--- src/rtl/fifo_read_ctrl.sv ---
// Pops a 1-cycle-latency FIFO into a 2-entry skid buffer feeding a valid/ready stream.
// Optional rd_count delivered-word counter enabled with `define FIFO_READ_CNT_EN.
module fifo_read_ctrl #(
  parameter int DATA_WIDTH = 8
) (
  input  logic                  clk,
  input  logic                  rst_n,
  input  logic                  empty,
  output logic                  rd_en,
  input  logic [DATA_WIDTH-1:0] data_out,
  output logic                  m_valid,
  output logic [DATA_WIDTH-1:0] m_data,
  input  logic                  m_ready
`ifdef FIFO_READ_CNT_EN
  ,
  output logic [15:0]           rd_count
`endif
);

  // State encoding doubles as the stored-word count.
  localparam logic [1:0] ST_EMPTY = 2'd0;
  localparam logic [1:0] ST_ONE   = 2'd1;
  localparam logic [1:0] ST_TWO   = 2'd2;

  logic [1:0]            r_state;
  logic                  r_inflight;
  logic                  r_run;
  logic [DATA_WIDTH-1:0] r_buf0;
  logic [DATA_WIDTH-1:0] r_buf1;

  logic       w_pop;
  logic       w_cap;
  logic [1:0] w_credit;

  assign w_pop    = m_valid && m_ready;
  assign w_cap    = r_inflight;
  assign w_credit = r_state + {1'b0, r_inflight} - {1'b0, w_pop};

  // r_run holds off pops until the first clock edge after reset release.
  assign rd_en   = r_run && !empty && (w_credit < 2'd2);
  assign m_valid = (r_state != ST_EMPTY);
  assign m_data  = r_buf0;

  always_ff @(posedge clk or negedge rst_n) begin
    if (!rst_n) begin
      r_state    <= ST_EMPTY;
      r_inflight <= 1'b0;
      r_run      <= 1'b0;
      r_buf0     <= '0;
      r_buf1     <= '0;
    end else begin
      r_run      <= 1'b1;
      r_inflight <= rd_en;
      case (r_state)
        ST_EMPTY: begin
          if (w_cap) begin
            r_buf0  <= data_out;
            r_state <= ST_ONE;
          end
        end
        ST_ONE: begin
          if (w_cap && w_pop) begin
            r_buf0 <= data_out;
          end else if (w_cap) begin
            r_buf1  <= data_out;
            r_state <= ST_TWO;
          end else if (w_pop) begin
            r_state <= ST_EMPTY;
          end
        end
        ST_TWO: begin
          if (w_pop) begin
            r_buf0 <= r_buf1;
            if (w_cap) begin
              r_buf1 <= data_out;
            end else begin
              r_state <= ST_ONE;
            end
          end
        end
        default: r_state <= ST_EMPTY;
      endcase
    end
  end

`ifdef FIFO_READ_CNT_EN
  logic [15:0] r_count;

  always_ff @(posedge clk or negedge rst_n) begin
    if (!rst_n) begin
      r_count <= 16'h0000;
    end else if (w_pop) begin
      r_count <= r_count + 16'h0001;
    end
  end

  assign rd_count = r_count;
`endif

endmodule

--- config.mk ---
export PLATFORM = sky130hd
export DESIGN_NAME = fifo_read_ctrl
export DESIGN_NICKNAME = d
export VERILOG_FILES = /design/src/rtl/fifo_read_ctrl.sv
export SDC_FILE = /design/constraint.sdc
export NUM_CORES = 1
export LEC_CHECK = 0
export BUFFER_PORTS_ARGS = -buffer_cell sky130_fd_sc_hd__buf_2
export CAP_MARGIN = 30
export CORE_MARGIN = 2
export CORE_UTILIZATION = 40
export DETAILED_ROUTE_END_ITERATION = 7
export GPL_ROUTABILITY_DRIVEN = 1
export PLACE_DENSITY = 0.68
export SLEW_MARGIN = 5
export SYNTH_ARGS = -nofsm -noshare
export SYNTH_HDL_FRONTEND = slang
export SYNTH_SLANG_ARGS = --single-unit
export TNS_END_PERCENT = 5
--- constraint.sdc ---
create_clock -name clk -period 2.8 [get_ports clk]
set_input_delay 0.56 -clock clk [delete_from_list [all_inputs] [get_ports clk]]
set_output_delay 0.56 -clock clk [all_outputs]
set_load 0.01 [all_outputs]
==> results.cfg <==
[clock_network]
cts_hold_buf = 0
numCtsBuffers = 3
cts_sinks = 20
tritoncts = yes
htreeDepth = 1
clockBufferDepth = 2
clk_transition_reported_paths_ps = 120
clk_latency_ps = 310
cts_root_buffer = clkbuf_4

[synth]
yosysMostFrequentCell = dfrtp_1
yosys.area.top_type = dfrtp_1
postSynthCellCount = 78
ys_types = 25
synth_nets = 91
synthArstFlopShare = 1.000
postSynthAreaPerCell_sq_um = 12.62
syn-cell-area_sq_um = 984.7
synth_top_area_share = 0.5083
synth-edff-count = 0
yosysWarnings = 0
synthTopCellsByArea = dfrtp_1 (51%), mux2_4 (12%), mux2i_1 (8.1%)
synth_common_cells = dfrtp_1 (20), a21oi_1 (10), mux2_4 (8), mux2i_1 (8), nor2_1 (8)
ys_ff_latch = 20
synth.yosys.seq_area_share = 0.5083
yosys_most_used_dff = dfrtp_1

[drt]
route.detailed.drc = 0
ant_nets = 0
dr.first_iter.drc_count = 4
vias = 652
routed_wl_microns = 1819
wire_per_inst_microns = 13.99
drt_pass1_iterations = 4
via_per_inst = 5.015

[place]
place_congestion = 0.6769
dpl.hpwl_microns = 1239
place_area_sq_um = 1090
io_buffer_count = 21
dp.cells = 124

[timing]
finalSetupViolCount = 0
fmax_mhz = 371.3
finalMaxSlewViolations = 0
finalHoldViolations = 0
fin_worst_skew_ps = 6.347
hold_ws_ps = 173.3
max_slew_margin = 0.6294
timing.final.crit_share = 0.9619
tightest_slew_ps = 555.9
final.min_clock_period_ps = 2693

[critical_path]
cp_slowest_cell = dfrtp_1
worstReg2RegEnd = m_data[4]
max_stage_delay_ps = 480
r2r_slack_ps = 1030
crit_arrival_ps = 2130
path_max_fanout = 7
r2r-start = r_state[0]
cp.required_ps = 2240
cp-end-kind = output port
cp-start-kind = flop
worstPathCellList = or2_2, nand2_1, ha_1, xnor2_1, o21ai_0, a221oi_2, buf_2
critical_path_class = reg2out
r2r_cells = 4

[die]
dieArea_sq_um = 2875
initial_core_util = 0.4327
ios = 22
rows = 17
fp.dieH_microns = 53.62
core_area_sq_um = 2276
chipWidth_microns = 53.62

[global_routing]
grt_overflow = 0
antenna_found_initial = 0
grt_pass1_wl_microns = 2835
grt_pass1_vias = 653
grt_max_degree = 21
grt_usage = 0.1445

[finish]
layout.nets = 116
design_area_sq_um = 1165
syn_to_final_growth_pct = 18.30
nFillCells = 198
drive_gt1_frac = 0.4020
instances_no_fill = 130
n_antenna_cell = 0

[pwr]
peakVddDrop_v = 0.0004945
p_leak_nw = 0.5427
p_clk_frac = 0.209
sw_frac_of_total = 0.3174
p_int_mw = 0.7730
p_comb_frac = 0.354
power.density_nw_per_um2 = 972.1
sequentialPowerShare = 0.437
p_sw_mw = 0.3594

[status]
status = complete, no violations

[worst_hold_path]
hold_class = in2async

[job]
max-cap-violations = 0
[layer usage]
layer	global-route usage	share of wire	wire (microns)	vias to the layer above
met3	0.02500	0.027	50	4
met2	0.2305	0.49	887	13
met5	0	0	0	-
met4	0.1154	0.029	53	0
li1	-	-	-	327
met1	0.1714	0.45	827	308
[cell families (layout without fill, tap and decap cells)]
| group | count (synthesis) | in the layout | synth area share |
|---|---|---|---|
| simple gates | 18 | 18 | 0.09911 |
| mux | 16 | 16 | 0.2033 |
| compound gates | 17 | 17 | 0.1245 |
| xor+xnor | 1 | 1 | 0.008896 |
| fa+ha+maj | 1 | 1 | 0.01270 |
| flops | 20 | 20 | 0.5083 |
| other cells | 1 | 1 | 0.003808 |
| buf+inv | 4 | 28 | 0.03938 |
[flip-flops by register name, indices dropped and copies added (netlist names)]
signal      flops
m_data          8
r_state         2
r_inflight      1
r_buf1          8
r_run           1
[cell usage in the layout, fill, tap and decap left out, drive strengths merged, types with 2 or more instances in the layout]
master and instances:
nor2b 2, mux2i 8, nand2b 3, clkbuf 3, a21oi 10, dfrtp 20, mux2 8, nand2 2
buf 23, nor2 8
[stage by stage]
stage	power (mW)	TNS, ps	worst slack, ps	util
finish	1.132	0	106.8	0.5118
global route	1.201	-21.43	-21.43	0.5118
CTS	1.131	0	28.75	0.5025
detailed placement	0.8925	0	351.9	0.4788
global placement	0.8701	0	415.5	0.4788
floorplan	0.7695	0	435.6	-
[layout make-up]
type / instances / area [sq um] / share of cell area
clock buffers: 3 / 22.52 / 0.01933
clock inverters: 1 / 30.03 / 0.02578
multi-input cells: 54 / 451.7 / 0.3878
repair buffers: 23 / 120.1 / 0.1031
inverters: 1 / 3.754 / 0.003222
well taps: 28 / 35.03 / 0.03008
flip-flops and latches: 20 / 501.7 / 0.4307
[worst max-delay path by stage]
stage / to / slack [ps] / start / depth (start not counted)
6_report: rd_en / 110 / r_state[0] / 7
5_1_grt: rd_en / -20 / r_state[0] / 7
4_1_cts: rd_en / 30 / r_state[1] / 7
3_5_place_dp: rd_en / 350 / r_state[1] / 7
3_3_place_gp: rd_en / 420 / r_state[1] / 7
2_1_floorplan: rd_en / 440 / r_state[1] / 7
[critical path: cells and delay by family (launching register included)]
kind                     cells  cell delay, ps
buffers and inverters        1             170
adder cells (fa/ha/maj)      1             260
AO/OA/AOI/OAI                2             370
flip-flops                   1             480
AND/OR/NAND/NOR              2             380
XOR/XNOR                     1             170
[repair_timing]
action / in CTS / in global routing
setup buffers: 0 / 2
resized for setup: 1 / 1
endpoints found under the setup margin: 1 / 1
pin swaps: 0 / 0
[power by group through the flow]
stage | clock (mW) | combinational [mW] | sequential (mW)
2_1_floorplan | 0 | 0.262 | 0.508
3_3_place_gp | 0 | 0.382 | 0.488
3_5_place_dp | 0 | 0.394 | 0.499
4_1_cts | 0.241 | 0.397 | 0.494
5_1_grt | 0.252 | 0.440 | 0.509
6_report | 0.237 | 0.401 | 0.495
Note: power is estimated with default switching activity, not from simulation.
